**config.mk**
```make
export PLATFORM = sky130hd
export DESIGN_NAME = regfile_mp
export DESIGN_NICKNAME = d
export VERILOG_FILES = /design/src/rtl/regfile_pkg.sv /design/src/rtl/regfile_scoreboard.sv /design/src/rtl/regfile_mp.sv
export SDC_FILE = /design/constraint.sdc
export NUM_CORES = 2
export LEC_CHECK = 0
export ABC_AREA = 1
export ABC_CLOCK_PERIOD_IN_PS = 2000
export CORE_MARGIN = 2
export CORE_UTILIZATION = 53
export CTS_CLUSTER_SIZE = 16
export DETAILED_ROUTE_END_ITERATION = 10
export PLACE_DENSITY_LB_ADDON = 0.3
export SLEW_MARGIN = 20
export SYNTH_ARGS = -nofsm -noshare
export SYNTH_HDL_FRONTEND = slang
export SYNTH_SLANG_ARGS = --single-unit
```
**constraint.sdc**
```tcl
create_clock -name clk -period 2 [get_ports clk]
set_clock_uncertainty 0.05 [all_clocks]
set_input_delay 0.4 -clock clk [delete_from_list [all_inputs] [get_ports clk]]
set_output_delay 0.4 -clock clk [all_outputs]
set_load 0.01 [all_outputs]
```
**src/rtl/regfile_pkg.sv**
```systemverilog
// Shared constants, types and the address-width helper for the integer register file.
package regfile_pkg;

  localparam int XLEN_DEF  = 32;
  localparam int DEPTH_DEF = 32;

  function automatic int addr_w(input int depth);
    return (depth < 2) ? 1 : $clog2(depth);
  endfunction

  typedef logic [$clog2(DEPTH_DEF)-1:0] reg_addr_t;
  typedef logic [XLEN_DEF-1:0]          reg_word_t;

endpackage

```
**src/rtl/regfile_scoreboard.sv**
```systemverilog
// Per-register pending bits: issue sets, effective write clears, set beats clear.
// Lookups return the post-update value so decode sees same-cycle issues.
module regfile_scoreboard
  import regfile_pkg::*;
#(
  parameter  int DEPTH    = DEPTH_DEF,
  parameter  int NUM_RD   = 2,
  parameter  int ZERO_REG = 1,
  localparam int AW       = addr_w(DEPTH)
) (
  input  logic                 clk,
  input  logic                 rst,
  input  logic                 iss_en_i,
  input  logic [AW-1:0]        iss_addr_i,
  input  logic [DEPTH-1:0]     clr_mask_i,
  input  logic [NUM_RD*AW-1:0] lk_addr_i,
  output logic [NUM_RD-1:0]    lk_pend_o
);

  logic [DEPTH-1:0] pend_q, pend_d;

  always_comb begin
    pend_d = pend_q & ~clr_mask_i;
    if (iss_en_i) pend_d[iss_addr_i] = 1'b1;
    if (ZERO_REG != 0) pend_d[0] = 1'b0;
  end

  always_ff @(posedge clk) begin
    if (rst) pend_q <= '0;
    else     pend_q <= pend_d;
  end

  for (genvar i = 0; i < NUM_RD; i++) begin : g_lk
    assign lk_pend_o[i] = pend_d[lk_addr_i[i*AW +: AW]];
  end

endmodule

```
**src/rtl/regfile_mp.sv**
```systemverilog
// Multi-port register file with registered reads and a pending scoreboard.
// Define REGFILE_BYPASS_EN to forward same-cycle writes into the read capture.
module regfile_mp
  import regfile_pkg::*;
#(
  parameter  int XLEN     = XLEN_DEF,
  parameter  int DEPTH    = DEPTH_DEF,
  parameter  int NUM_RD   = 2,
  parameter  int NUM_WR   = 1,
  parameter  int ZERO_REG = 1,
  localparam int AW       = addr_w(DEPTH)
) (
  input  logic                   clk,
  input  logic                   rst,
  input  logic [NUM_WR-1:0]      wr_en_i,
  input  logic [NUM_WR*AW-1:0]   wr_addr_i,
  input  logic [NUM_WR*XLEN-1:0] wr_data_i,
  input  logic [NUM_RD*AW-1:0]   rd_addr_i,
  output logic [NUM_RD*XLEN-1:0] rd_data_o,
  output logic [NUM_RD-1:0]      rd_pending_o,
  input  logic                   iss_en_i,
  input  logic [AW-1:0]          iss_addr_i
);

  logic [XLEN-1:0]        mem_q [DEPTH];
  logic [XLEN-1:0]        mem_d [DEPTH];
  logic [DEPTH-1:0]       wr_hit;
  logic [NUM_RD*XLEN-1:0] rd_data_d, rd_data_q;
  logic [NUM_RD-1:0]      rd_pend_d, rd_pend_q;

  // Ascending port order: a later (higher-indexed) port overwrites earlier ones.
  always_comb begin
    mem_d  = mem_q;
    wr_hit = '0;
    for (int p = 0; p < NUM_WR; p++) begin
      if (wr_en_i[p] && !(ZERO_REG != 0 && wr_addr_i[p*AW +: AW] == '0)) begin
        mem_d[wr_addr_i[p*AW +: AW]]  = wr_data_i[p*XLEN +: XLEN];
        wr_hit[wr_addr_i[p*AW +: AW]] = 1'b1;
      end
    end
  end

  always_ff @(posedge clk) begin
    if (rst) mem_q <= '{default: '0};
    else     mem_q <= mem_d;
  end

  // Register 0 is never written when hardwired, so plain array reads return 0.
  for (genvar i = 0; i < NUM_RD; i++) begin : g_rd
`ifdef REGFILE_BYPASS_EN
    assign rd_data_d[i*XLEN +: XLEN] = mem_d[rd_addr_i[i*AW +: AW]];
`else
    assign rd_data_d[i*XLEN +: XLEN] = mem_q[rd_addr_i[i*AW +: AW]];
`endif
  end

  regfile_scoreboard #(
    .DEPTH    (DEPTH),
    .NUM_RD   (NUM_RD),
    .ZERO_REG (ZERO_REG)
  ) u_sb (
    .clk        (clk),
    .rst        (rst),
    .iss_en_i   (iss_en_i),
    .iss_addr_i (iss_addr_i),
    .clr_mask_i (wr_hit),
    .lk_addr_i  (rd_addr_i),
    .lk_pend_o  (rd_pend_d)
  );

  always_ff @(posedge clk) begin
    if (rst) begin
      rd_data_q <= '0;
      rd_pend_q <= '0;
    end else begin
      rd_data_q <= rd_data_d;
      rd_pend_q <= rd_pend_d;
    end
  end

  assign rd_data_o    = rd_data_q;
  assign rd_pending_o = rd_pend_q;

endmodule

```
==> impl_metrics.tcl <==
set metrics [dict create \
    power_w 0.0521 \
    cp.arrival_ps 1410 \
    synthTopCellsByArea "dfxtp_1 41%, a21oi_1 18%, o21ai_0 17%, nand3_1 8.3%, clkbuf_1 4.0%" \
    overflow 0 \
    grt_use_met1 0.526 \
    grtUsageTotal 0.401 \
    drc 4 \
    clock_path_buffers 3 \
    vias 61500 \
    period_share 0.931 \
    core_mm2 0.102 \
    leakage_nw 24.3 \
    grt_max_degree 128 \
    htree_levels 3 \
    reg2reg_from "mem_q[178]$_SDFFE_PP0P_" \
    pwr-share-seq 0.439 \
    power_frac_clock 0.425 \
    synth_most_common_cell "a21oi_1" \
    synth-edff-count 0 \
    nFillCells 8871 \
    drt_iter0_markers 9810 \
    cp_num_cells 1 \
    status "finished, violations left" \
    gp_routability_congestion 0.954 \
    routedWlPerCell_um 23.7 \
    crit_path_max_fanout 1 \
    path_clk_slew_ps 60 \
    num-nets-final 7970 \
    drive_gt1_frac 0.107 \
    hpwl_um 140000 \
    grt_pass1_vias 56600 \
    use_met2 0.598 \
    finalHoldViolCount 0 \
    ctsRootBufferMaster "clkbuf_16" \
    fmax_ghz 0.537 \
    ys_top_cells_by_count "1991 x a21oi_1, 1902 x o21ai_0, 1121 x dfxtp_1" \
    switching_power_w 0.0142 \
    yosysSeqAreaShare 0.411 \
    switching_share 0.273 \
    synthCells 7896 \
    peakVddDrop_v 0.000790 \
    rsz0062_at_grt "false" \
    relSlewSlack 0.309 \
    crit_end "rd_pending_o[1]" \
    r2r_cells 9 \
    critPathCaptureType "output pin" \
    combinationalPowerShare 0.136 \
    power.density_mw_per_mm2 797 \
    worst_setup_path_start_kind "flop" \
    r2r_end "rd_data_o[18]$_SDFF_PP0_" \
    port_buffers 121 \
    syn_avg_cell_area_um2 6.92 \
    synth_nets 7952 \
    ys_types 23 \
    post-cts-setup-buffers 0 \
    hp-class "input pin to flop" \
    final.min_clock_period_ps 1860 \
    reg2reg_slack_ps 270 \
    rows 117 \
    grt_antenna_before_repair 8 \
    crit_family "flip-flops" \
    fp.dieH_um 325 \
    start_util 0.535 \
    cap_viol_max_count 0 \
    synth-seq-cells 1121 \
    pin_count 122 \
    cts_made_buffers 117 \
    worstPathRequired_ps 1550 \
    timing.hold.ws_ps 51.9 \
    die-area_mm2 0.106 \
    synth_async_sr_flop_share 0 \
    yosysWarnings 0 \
    synth_area_mm2 0.0546 \
    yosysTopAreaCell "dfxtp_1" \
    hold_depth 4 \
    slowest_delay_ps 400 \
    tritoncts "yes" \
    postRouteAntennaNets 0 \
    clkSinkCount 1121 \
    syn_to_final_growth_pct 19.7 \
    setup_viol 0 \
    cp-startpoint "rd_pending_o[1]$_SDFF_PP0_" \
    critical_path_class "flop to output pin" \
    synth_top_cell_area_share 0.411 \
    met3_usage 0.103 \
    vias_per_cell 6.56 \
    violations "DRC" \
    cp_slowest_cell "dfxtp_1" \
    synth_flop_cell "dfxtp_1" \
    busiest_layer "met2" \
    worstPathCellList "dlygate4sd2_1" \
    finalMaxSlewViolations 0 \
    grt_pass1_wl_um 335000 \
    firstDrtPassIters 10 \
    clkLatencyLatePin_ps 740 \
    finalWirelength_um 222000 \
    die_w_um 325 \
    p_int_w 0.0379 \
    holdCritStartpoint "rst" \
    path_buf_inv 1 \
    worstMarginPinSlew_ps 1040 \
]
==> metrics by stage <==
stage               cells  setup slack, ps  TNS, ps  cell area, µm²   util
CTS                  9374              109        0           65400  0.641
finish               9379              138        0           65400  0.641
global route         9375             82.4        0           65400  0.641
global placement     9163             -374  -179490           61600  0.604
floorplan            7896              363        0           54600      -
detailed placement   9163             -363  -204140           61600  0.604
==> cell type report <==
cell class	count	area, µm²	area share
inverters	615	2380	0.0364
repair buffers	735	8360	0.128
diodes	5	12.5	0.000191
clock inverters	35	335	0.00513
flip-flops and latches	1121	22400	0.343
clock buffers	176	3530	0.0539
well taps	1368	1710	0.0262
multi-input cells	5324	26600	0.407
==> tightest hold or removal path, delay by kind of cell <==
family	cells	cell delay, ps
buffers and inverters	2	220
AOI/OAI and AO/OA	2	150
==> kinds of logic (layout without fill, tap and decap cells) <==
kind of cell    after synthesis  after routing  synth area share
compound gates             4079           4079             0.378
buf+inv                    1451           1561             0.104
flops                      1121           1121             0.411
other cells                   0              5                 0
simple gates               1245           1245             0.107
==> routing by layer <==
layer	up-vias	share of wire
li1	27700	-
met1	28000	0.37
met2	4709	0.41
met3	1141	0.15
met4	10	0.069
met5	-	0.00067
==> placed cells by master, fill, tap and decap left out, types with 3 or more instances in the layout <==
master,synthesis,layout
clkbuf_8,0,27
clkinv_2,0,26
inv_2,13,17
clkbuf_1,582,27
buf_6,3,3
clkdlybuf4s50_1,0,44
a211oi_1,64,64
nand2_4,0,13
o21ai_0,1902,1902
dlygate4sd2_1,0,66
bufinv_16,0,5
clkinv_1,38,32
buf_4,7,407
diode_2,0,5
dfxtp_1,1121,1119
nand2_1,193,180
o21ai_1,56,56
nor2_4,0,6
inv_6,0,3
nand3_1,909,909
buf_8,0,4
nor2_1,133,131
inv_1,562,557
a21oi_1,1991,1991
clkbuf_16,0,122
inv_8,0,3
a31oi_1,64,64
buf_12,0,209
==> worst min path at each step <==
stage / endpoint / slack (ps)
after floorplan: mem_q[1000]$_SDFFE_PP0P_ / 360
after global placement: mem_q[1008]$_SDFFE_PP0P_ / 370
after detailed placement: mem_q[995]$_SDFFE_PP0P_ / 370
after CTS: mem_q[425]$_SDFFE_PP0P_ / 50
after global routing: mem_q[425]$_SDFFE_PP0P_ / 60
final: mem_q[425]$_SDFFE_PP0P_ / 50
==> registers in the layout (all words and copies together) (netlist names) <==
signal,cells
mem_q,1024
rd_data_o,64
rd_pending_o,2
u_sb.pend_q,31
==> power by group through the flow <==
| stage | combinational [W] | clock, W | sequential [W] |
|---|---|---|---|
| 3_5_place_dp | 0.00684 | 0 | 0.0234 |
| 5_1_grt | 0.00747 | 0.0230 | 0.0229 |
| 2_1_floorplan | 0.00368 | 0 | 0.0234 |
| 4_1_cts | 0.00680 | 0.0222 | 0.0229 |
| 6_report | 0.00709 | 0.0222 | 0.0229 |
| 3_3_place_gp | 0.00677 | 0 | 0.0234 |
==> what timing repair did <==
item	in CTS	in global routing
hold endpoints to repair	0	0
gates resized for setup	68	0
setup endpoints to repair	66	0
hold buffers	0	0
Power figures use the tool's default switching activity.
